<file path="src/rtl/alu_share_arbiter.sv">
// Two-requester round-robin arbiter in front of a shared combinational ALU.
// Latches the winner's operands, registers the ALU outputs and returns them on a tagged response channel.
module alu_share_arbiter #(
  parameter int WIDTH  = 32,
  parameter int CTRL_W = 3
) (
  input  logic              clk,
  input  logic              reset,
  input  logic              req0_valid,
  output logic              req0_ready,
  input  logic [WIDTH-1:0]  req0_a,
  input  logic [WIDTH-1:0]  req0_b,
  input  logic [CTRL_W-1:0] req0_ctrl,
  input  logic              req1_valid,
  output logic              req1_ready,
  input  logic [WIDTH-1:0]  req1_a,
  input  logic [WIDTH-1:0]  req1_b,
  input  logic [CTRL_W-1:0] req1_ctrl,
  output logic [WIDTH-1:0]  alu_a,
  output logic [WIDTH-1:0]  alu_b,
  output logic [CTRL_W-1:0] alu_ctrl,
  input  logic [WIDTH-1:0]  alu_result,
  input  logic              alu_zero,
  output logic              rsp_valid,
  input  logic              rsp_ready,
  output logic              rsp_src,
  output logic [WIDTH-1:0]  rsp_result,
  output logic              rsp_zero,
  output logic              rsp_err
);

  typedef enum logic [1:0] {IDLE, EXEC, RESP} state_t;

  state_t state, state_nxt;
  logic   rr_ptr;
  logic   src_q;
  logic   grant0, grant1;
  logic   illegal;

  // Control codes 110/111 are undefined for the ALU.
  assign illegal = (alu_ctrl[2:1] == 2'b11);

  // NOTE: every signal written here gets a default first so no latch is inferred.
  always_comb begin
    state_nxt = state;
    grant0    = 1'b0;
    grant1    = 1'b0;
    unique case (state)
      IDLE: begin
        grant0 = req0_valid & (~req1_valid | ~rr_ptr);
        grant1 = req1_valid & (~req0_valid |  rr_ptr);
        if (grant0 | grant1) state_nxt = EXEC;
      end
      EXEC:    state_nxt = RESP;
      RESP:    if (rsp_ready) state_nxt = IDLE;
      default: state_nxt = IDLE;
    endcase
  end

  assign req0_ready = grant0 & ~reset;
  assign req1_ready = grant1 & ~reset;

  // NOTE: all state uses non-blocking assignments so every register samples pre-edge values.
  always_ff @(posedge clk) begin
    if (reset) begin
      state      <= IDLE;
      rr_ptr     <= 1'b0;
      src_q      <= 1'b0;
      alu_a      <= '0;
      alu_b      <= '0;
      alu_ctrl   <= '0;
      rsp_valid  <= 1'b0;
      rsp_src    <= 1'b0;
      rsp_result <= '0;
      rsp_zero   <= 1'b0;
      rsp_err    <= 1'b0;
    end else begin
      state <= state_nxt;
      if (grant0 | grant1) begin
        alu_a    <= grant1 ? req1_a    : req0_a;
        alu_b    <= grant1 ? req1_b    : req0_b;
        alu_ctrl <= grant1 ? req1_ctrl : req0_ctrl;
        src_q    <= grant1;
        rr_ptr   <= ~grant1;
      end
      if (state == EXEC) begin
        rsp_valid  <= 1'b1;
        rsp_src    <= src_q;
        rsp_err    <= illegal;
        rsp_result <= illegal ? '0 : alu_result;
        rsp_zero   <= ~illegal & alu_zero;
      end else if (state == RESP && rsp_ready) begin
        rsp_valid <= 1'b0;
      end
    end
  end

endmodule

</file>
<file path="config.mk">
export PLATFORM = sky130hd
export DESIGN_NAME = alu_share_arbiter
export DESIGN_NICKNAME = d
export VERILOG_FILES = /design/src/rtl/alu_share_arbiter.sv
export SDC_FILE = /design/constraint.sdc
export NUM_CORES = 1
export LEC_CHECK = 0
export ABC_AREA = 1
export CAP_MARGIN = 10
export CELL_PAD_IN_SITES_DETAIL_PLACEMENT = 1
export CELL_PAD_IN_SITES_GLOBAL_PLACEMENT = 1
export CORE_ASPECT_RATIO = 1.75
export CORE_MARGIN = 4
export CORE_UTILIZATION = 26
export DETAILED_ROUTE_END_ITERATION = 10
export PLACE_DENSITY_LB_ADDON = 0.3
export SETUP_SLACK_MARGIN = 0.05
export SYNTH_ARGS = -nofsm -noshare
export SYNTH_HDL_FRONTEND = slang
export SYNTH_SLANG_ARGS = --single-unit
</file>
<file path="constraint.sdc">
create_clock -name clk -period 1.8 [get_ports clk]
set_input_delay 0.36 -clock clk [delete_from_list [all_inputs] [get_ports clk]]
set_output_delay 0.36 -clock clk [all_outputs]
set_load 0.05 [all_outputs]
</file>
After elaboration in Yosys (flattened, before gate mapping)
Index checks and enable logic that the tools add are counted.
{ "word_totals": {"reg_bits": 107, "rom_bits": 0, "mem_count": 0, "ram_bits": 0, "inputBits": 172, "elab_cells": 46, "output_inout_bits": 105, "latchBits": 0} }
{ "op_classes": {"n_reduce_logical": 4, "mux": 11, "shifts": 0, "n_bitwise": 15, "eq_ne": 5, "n_lt_le_gt_ge": 0, "add_sub_neg": 0, "mul": 0, "div": 0} }
{ "ops": {"columns": ["cell", "n"], "rows": [
  ["2-to-1 mux 32 bit", 3],
  ["inverter 1 bit", 6],
  ["one-hot mux 2 bit (3 select lines)", 1],
  ["AND 1 bit", 5],
  ["equality test 2 bit (second input constant)", 2],
  ["2-to-1 mux 1 bit", 4],
  ["2-to-1 mux 2 bit", 2],
  ["inequality test 2 bit (second input constant)", 2],
  ["bitwise OR 1 bit", 4],
  ["2-to-1 mux 3 bit", 1],
  ["equality test 2 x 1 -> 1 bit (second input constant)", 1],
  ["logical NOT 2 bit", 1],
  ["AND reduction 2 bit", 1],
  ["nonzero test 2 bit", 1],
  ["logical AND 1 bit", 1]
]} }

Depth between registers and ports, before layout
Gate-level depths: netlist of the first run.
{ "depth": {"word_depth": 6, "ltp_mapped": 9, "mapped_depth_nobuf": 7} }

Worst setup path after synthesis of the first run
No wires, ideal clock.
{ "synth_timing": {"path_kind": "reg2out", "startpoint": "register state[1]", "endpoint": "output port req0_ready", "stages_incl_launch_ff": 6, "setup_slack_ns": -0.171, "t_arrival_ns": 1.611, "cell_sequence": "dfxtp_1 > nor2_4 > buf_4 > buf_2 > nand3_1 > nor2_1"} }
{ "synth_between": {"elab_chain_cells": 3} }
{ "synth_rtl": {"columns": ["element", "line", "rtl"], "rows": [
  ["start, declared", "34", "state_t state, state_nxt;"],
  ["start signal, assigned", "78", "state <= state_nxt;"],
  ["logical NOT 2 bit", "48", "unique case (state)"],
  ["2-to-1 mux 1 bit", "48", null],
  ["AND 1 bit", "60", "assign req0_ready = grant0 & ~reset;"],
  ["end, declared", "10", "output logic req0_ready,"]
]} }
Every way passes these cells.

Final worst setup path of the first run
Same ends and word-level chain as after synthesis.

==> reports/metrics.csv, run 1 <==
stage,metric,value,unit
run_status,outcome,finished clean,
routing,vias,5602,
timing,period_share,93.19,%
worst_setup_path,worstPathArrival,1.32,ns
global_routing,antenna_found_initial,0,
yosys,synth_area_per_cell,6.766,sq um
place,dpl.hpwl,14500,um
worst_setup_path,r2r_cells,9,
yosys,seq_area_frac_synth,43.31,%
timing,fin_crit,1.677,ns
clock_network,ctsRootBufferMaster,clkbuf_16,
clock_network,clk_pin_slew,0.09,ns
clock_network,htreeDepth,3,
finish,n_fill_cell,2388,
die,rows,66,
power_and_ir_drop,power.total,7.771,mW
clock_network,clk-insertion-delay-late,0.35,ns
global_routing,grt_pass1_wl,29700,um
finish,antenna_cells,0,
yosys,synth_cells,731,
yosys,yosys_warnings,0,
worst_setup_path,cp-start-kind,flip-flop,
yosys,synth_edf_count,0,
place,portBuffers,276,
power_and_ir_drop,p_per_area,953.1,mW/mm^2
worst_setup_path,cp_max_fo,4,
worst_setup_path,cp-end-kind,output port,
global_routing,grt-ovfl-total,0,
die,dieWidth,112.3,um
yosys,synth_fp_nets,903,
power_and_ir_drop,power_leakage,3.992,nW
min_path,hold_path_end,rr_ptr$_SDFFE_PP0P_,
routing,drt_iter0_drc,202,
worst_setup_path,r2r_slack,0.18,ns
timing,max_freq,596.1,MHz
global_routing,grt_start_max_net_pins,64,
die,initial_utilization,26.50,%
yosys,synthArstFlopShare,0,%
power_and_ir_drop,peakVddDrop,486.0,uV
timing,finalSetupViolCount,0,
clock_network,holdBufCountCts,0,
clock_network,clock_path_buffers,2,
routing,routed_wl,19250,um
clock_network,clock-sinks,107,
die,dieHeight,190.5,um
global_routing,globalRouteMet2Util,32.87,%
worst_setup_path,r2r-start,state[1]$_SDFFE_PP0P_,
finish,nNetsFinal,1160,
min_path,hp-class,in -> reg,
yosys,synth-main-ff-cell,dfxtp_1,
yosys,netlist_area,0.004946,sq mm
min_path,whs_path_depth,2,
die,pin_count,277,
worst_setup_path,worstPathRequired,1.44,ns
yosys,synth_cell_types,18,
timing,fin_skew,0.01758,ns
die,core_region_area,0.01866,sq mm
routing,firstDrtPassIters,4,
clock_network,cts_tree,yes,
timing,hold_viol,0,
global_routing,grt.met1_usage,19.10,%
finish,drive_above_1_share,15.71,%
global_routing,top_usage_layer,met2,
timing,slew-limit-headroom,68.86,%
place,gp_congestion,0.7748,
job,maxCapViolCount,0,
global_routing,first_global_vias,5604,
die,die_area,0.02138,sq mm
timing,tightest_slew,0.4671,ns
routing,wire_per_inst,15.64,um
min_path,min_from,reset,
global_routing,grtUsageMet3,3.970,%
finish,utilization,43.68,%
worst_setup_path,critical_path_class,reg -> out,
clock_network,cts_made_buffers,9,
yosys,ys_ff_latch,107,
timing,rsz0062_at_grt,yes,
global_routing,track_usage,17.39,%
routing,post_drt_via_cell_ratio,4.551,
routing,post-route-drc-count,0,
finish,area_growth_syn_to_layout,64.84,%
worst_setup_path,r2r-end,alu_b[23]$_SDFFE_PP0P_,
routing,drtAntennaViolNets,0,
timing,slew_violations,0,
## placed cells by master, fill, tap and decap left out
cell             count
o21ai_4              1
a22oi_1             33
nor2_1              35
buf_12              10
clkdlybuf4s50_1    168
nand3_1            135
clkinv_8             1
inv_8                3
a21oi_1             72
dfxtp_2              1
dlygate4sd2_1        2
nor2_2               1
buf_4              120
nand3_4              2
nand3b_1             1
inv_6                1
nand2_2              1
nand2_1            144
dfxtp_1            106
nor3_1               1
inv_12               2
inv_1              140
clkbuf_16            9
nor2_4               3
inv_2                1
## how the worst max path moves through the flow
stage                                startpoint                endpoint  slack [ns]  cells past startpoint
after floorplan           state[1]$_SDFFE_PP0P_              req0_ready        0.04                      5
after global placement               req1_valid  alu_a[10]$_SDFFE_PP0P_       -0.10                      6
after detailed placement             req0_valid  alu_a[31]$_SDFFE_PP0P_       -0.13                      6
after CTS                 state[0]$_SDFFE_PP0P_              req0_ready        0.04                      4
after global routing      state[1]$_SDFFE_PP0P_              req0_ready        0.03                      4
final                     state[1]$_SDFFE_PP0P_              req0_ready        0.12                      4
## cells by family (layout without fill, tap and decap cells)
group           Yosys count  after routing  synth area share (%)
compound gates          106            106                 12.47
simple gates            323            323                 28.38
flops                   107            107                 43.31
buf+inv                 195            457                 15.84
## layer usage
metal  up-vias  routed length (um)
met3        21                1047
met4         0                 444
met2       176               10320
met1      2601                7442
met5         -                   0
li1       2804                   -
## final cells by class
type | instances | area, sq um | share of cell area (%)
clock buffer | 9 | 225.2 | 2.762
clock inverter | 7 | 91.34 | 1.120
inverter | 141 | 529.3 | 6.492
multi-input combinational | 429 | 2066 | 25.34
sequential | 107 | 2143 | 26.29
tap | 238 | 297.8 | 3.653
timing repair buffer | 300 | 2800 | 34.35
## sequential cells by signal, summed over array words and instances (netlist names)
signal and cells:
rr_ptr 1, alu_a 32, src_q 1, alu_ctrl 3, rsp_zero 1, state 2
alu_b 32, rsp_result 32, rsp_valid 1, rsp_src 1, rsp_err 1
## synth_stat cells (3+ instances only)
cell,n,area (sq um)
buf_2,20,100.1
inv_1,140,525.5
a22oi_1,33,247.7
nand2_1,145,544.3
buf_1,3,11.26
nor2_1,37,138.9
nand3_1,136,680.7
buf_4,7,52.55
clkbuf_1,24,90.09
dfxtp_1,107,2142
a21oi_1,72,360.4
## report_power, final
group          internal [mW]  leakage (nW)  switching, mW
Clock                   1.03         0.155           1.09
Sequential              2.62         0.884          0.134
Combinational           1.08          2.95           1.82
## stage by stage
stage          setup TNS (ns)  worst slack [ns]  instance area, sq um  cells  hold WS (ns)
2_1_floorplan               0           0.04309                  4951    731        0.4391
3_3_place_gp           -2.555           -0.1016                  7770   1210        0.4482
3_5_place_dp           -2.952           -0.1262                  7770   1210        0.4554
4_1_cts                     0           0.04167                  8112   1229        0.2650
5_1_grt                     0           0.02827                  8153   1231        0.2876
6_report                    0            0.1226                  8153   1231        0.2923
## what timing repair did
action	in CTS	in global routing
setup buffers	3	2
setup endpoints to repair	2	2
gates resized for setup	3	5
pin swaps	1	2
## worst max-delay path: stages, from the launching register on
cell and delay (ns):
dfxtp_2 0.36, nor2_4 0.22, nand3_4 0.12, nor2_4 0.12
buf_12 0.14
(Power assumes the default switching activity.)
==> inputs of run 2 (changes only) <==
- GPL_TIMING_DRIVEN: unset -> 0
==> reports/metrics.csv, run 2 (synthesis gave the netlist of run 1 again) <==
stage,metric,value,unit,change
routing,wire_per_inst,16.23,um,+3.8%
global_routing,track_usage,18.94,%,+1.5 points
clock_network,cts_tree,yes,,
finish,largestRegisters,"alu_a x32, alu_b x32, rsp_result x32",,
clock_network,htreeDepth,3,,unchanged
timing,max_freq,553.2,MHz,-7.2%
worst_setup_path,critical-path-top-delay-family,simple AND/OR/NAND/NOR gates,,
global_routing,grt_start_max_net_pins,20,,-69%
routing,post-route-drc-count,0,,unchanged
power_and_ir_drop,power_leakage,4.272,nW,+7.0%
power_and_ir_drop,power.total,7.760,mW,-0.13%
routing,firstDrtPassIters,5,,+1
worst_setup_path,r2r_slack,0.14,ns,-0.04 ns
timing,slew-limit-headroom,60.00,%,-8.9 points
finish,drive_above_1_share,7.081,%,-8.6 points
finish,utilization,44.90,%,+1.2 points
die,core_region_area,0.01866,sq mm,unchanged
clock_network,clock-sinks,107,,unchanged
worst_setup_path,critical_path_class,reg -> out,,
routing,routed_wl,20610,um,+7.0%
worst_setup_path,path_common_cell,nor2_4,,
die,dieWidth,112.3,um,unchanged
run_status,outcome,finished with violations,,
place,dp_cells,1244,,+2.8%
clock_network,ctsRootBufferMaster,clkbuf_16,,
finish,final_cell_mix,"clkdlybuf4s50_1 (168), nand2_1 (144), inv_1 (140)",,
routing,vias,5802,,+3.6%
global_routing,antenna_found_initial,1,,+1
routing,drt_iter0_drc,167,,-17%
worst_setup_path,r2r_cells,9,,unchanged
global_routing,grt-ovfl-total,0,,unchanged
worst_setup_path,critPathSlowestCell,dfxtp_4,,
min_path,whs_path_depth,2,,unchanged
global_routing,grt_pass1_wl,31780,um,+7.0%
die,initial_utilization,26.50,%,unchanged
min_path,hp-class,reg -> reg,,
worst_setup_path,crit_buf_inv,2,,+1
clock_network,clk-insertion-delay-late,0.36,ns,about the same
routing,post_drt_via_cell_ratio,4.569,,+0.39%
timing,fin_skew,0.007765,ns,-0.009814 ns
worst_setup_path,cp-end-kind,output port,,
timing,rsz0062_at_grt,yes,,
worst_setup_path,r2r-start,state[1]$_SDFFE_PP0P_,,
place,gp_congestion,0.7846,,+1.3%
finish,nNetsFinal,1198,,+3.3%
worst_setup_path,cp_max_fo,4,,unchanged
power_and_ir_drop,sw_frac_of_total,38.42,%,-0.74 points
die,pin_count,277,,unchanged
finish,final_cells,1270,,+3.2%
run_status,violations,negative setup slack,,
place,dpl.hpwl,16210,um,+12%
power_and_ir_drop,switchingPower,2.982,mW,-2.0%
clock_network,cts_made_buffers,9,,unchanged
power_and_ir_drop,p_per_area,926.1,mW/mm^2,-2.8%
worst_setup_path,r2r-end,alu_b[10]$_SDFFE_PP0P_,,
die,dieHeight,190.5,um,unchanged
power_and_ir_drop,clkPwrFrac,27.8,%,+0.6 points
min_path,hold_path_end,rsp_valid$_SDFFE_PP0P_,,
finish,n_fill_cell,2405,,+0.71%
power_and_ir_drop,pwr-share-seq,35.3,%,-0.2 points
worst_setup_path,worstPathRequired,1.44,ns,about the same
timing,fin_crit,1.808,ns,+0.1302 ns
timing,holdWs,0.4638,ns,+0.1715 ns
worst_setup_path,cp-start-kind,flip-flop,,
finish,area_growth_syn_to_layout,69.42,%,
routing,drtAntennaViolNets,0,,unchanged
worst_setup_path,path_cells,"nor2_4, buf_12, nand3_4, nor2_4, buf_8",,
finish,layout_commonest_cell,clkdlybuf4s50_1,,
min_path,min_from,rsp_valid$_SDFFE_PP0P_,,
clock_network,clk_pin_slew,0.08,ns,about the same
worst_setup_path,worstPathArrival,1.45,ns,+0.13 ns
global_routing,first_global_vias,6055,,+8.0%
timing,period_share,100.4,%,+7.2 points
clock_network,holdBufCountCts,0,,unchanged
timing,finalSetupViolCount,2,,+2
die,rows,66,,unchanged
power_and_ir_drop,peakVddDrop,422.5,uV,-13%
worst_setup_path,cp_slowest_stage_delay,0.36,ns,about the same
job,maxCapViolCount,0,,unchanged
clock_network,clock_path_buffers,2,,unchanged
timing,slew_violations,0,,unchanged
timing,tightest_slew,0.6023,ns,+0.1352 ns
power_and_ir_drop,power_frac_comb,36.9,%,-0.4 points
timing,layout_setup_ws,-0.007686,ns,-0.1302 ns
place,portBuffers,275,,-0.36%
power_and_ir_drop,p_int,4.778,mW,+1.1%
timing,hold_viol,0,,unchanged
die,die_area,0.02138,sq mm,unchanged
==> run 2: changes by cell type in the layout (fill, tap and decap cells not counted), moves of 2 or more <==
cell	before	now
inv_6	1	3
clkbuf_1	0	17
buf_6	0	4
buf_4	120	15
buf_2	0	16
buf_12	10	1
buf_1	0	3
clkbuf_2	0	6
dlygate4sd2_1	2	103
inv_12	2	0
buf_8	0	2
==> run 2: worst max path at each step <==
stage,endpoint,start,cells past startpoint,slack (ns)
global placement,req1_ready,req1_valid,5,-1.03
detailed placement,req1_ready,req1_valid,5,-1.03
CTS,req0_ready,state[0]$_SDFFE_PP0P_,5,-0.03
finish,req0_ready,state[1]$_SDFFE_PP0P_,5,-0.008
global route,req1_ready,state[1]$_SDFFE_PP0P_,5,-0.06
floorplan,req0_ready,state[1]$_SDFFE_PP0P_,5,0.04
==> run 2: cell type report <==
| class | instances | area [sq um] | area share (%) |
|---|---|---|---|
| Multi-Input combinational cell | 429 | 2066 | 24.65 |
| Clock inverter | 6 | 78.83 | 0.9407 |
| Antenna cell | 1 | 2.502 | 0.02986 |
| Buffer | 52 | 307.8 | 3.673 |
| Sequential cell | 107 | 2147 | 25.62 |
| Timing Repair Buffer | 286 | 2711 | 32.36 |
| Tap cell | 238 | 297.8 | 3.554 |
| Inverter | 141 | 529.3 | 6.316 |
| Clock buffer | 10 | 239.0 | 2.852 |
==> run 2: routing by layer <==
layer  vias up  part of all wire, %  wire (um)  global-route usage, %
li1       2881                    -          -                      -
met2       186                   56      11550                  36.82
met3        23                  5.7       1175                  4.287
met4         0                  2.1        443                  7.311
met1      2712                   36       7438                  19.22
met5         -                    0          0                      0
==> run 2: what timing repair did <==
item                       in CTS  in global routing
setup endpoints to repair     170                 49
pin swaps                       2                  3
buffers inserted                6                  5
resized for setup             135                 25
==> run 2: stage by stage <==
stage / cell area (sq um) / setup WS [ns] / TNS (ns)
after floorplan: 4951 / 0.04309 / 0
after global placement: 8001 / -1.026 / -28.24
after detailed placement: 8001 / -1.035 / -28.54
after CTS: 8289 / -0.03291 / -0.1257
after global routing: 8379 / -0.06233 / -0.1191
final: 8379 / -0.007686 / -0.01272
==> run 2: worst register-to-register path, cell delays in order, from the launching register on <==
cell and delay [ns]:
dfxtp_4 0.36, nor2_4 0.22, buf_4 0.20, o21ai_4 0.12
inv_2 0.11, buf_6 0.17, buf_6 0.17, nand3_1 0.11
nand2_1 0.07, inv_1 0.04
==> run 2: power groups by stage <==
stage / Clock (mW) / Sequential [mW] / Combinational, mW
2_1_floorplan: 0 / 3.66 / 0.896
5_1_grt: 2.33 / 2.78 / 3.09
3_5_place_dp: 0 / 2.81 / 2.97
4_1_cts: 2.23 / 2.75 / 2.87
6_report: 2.16 / 2.74 / 2.86
3_3_place_gp: 0 / 2.80 / 2.94
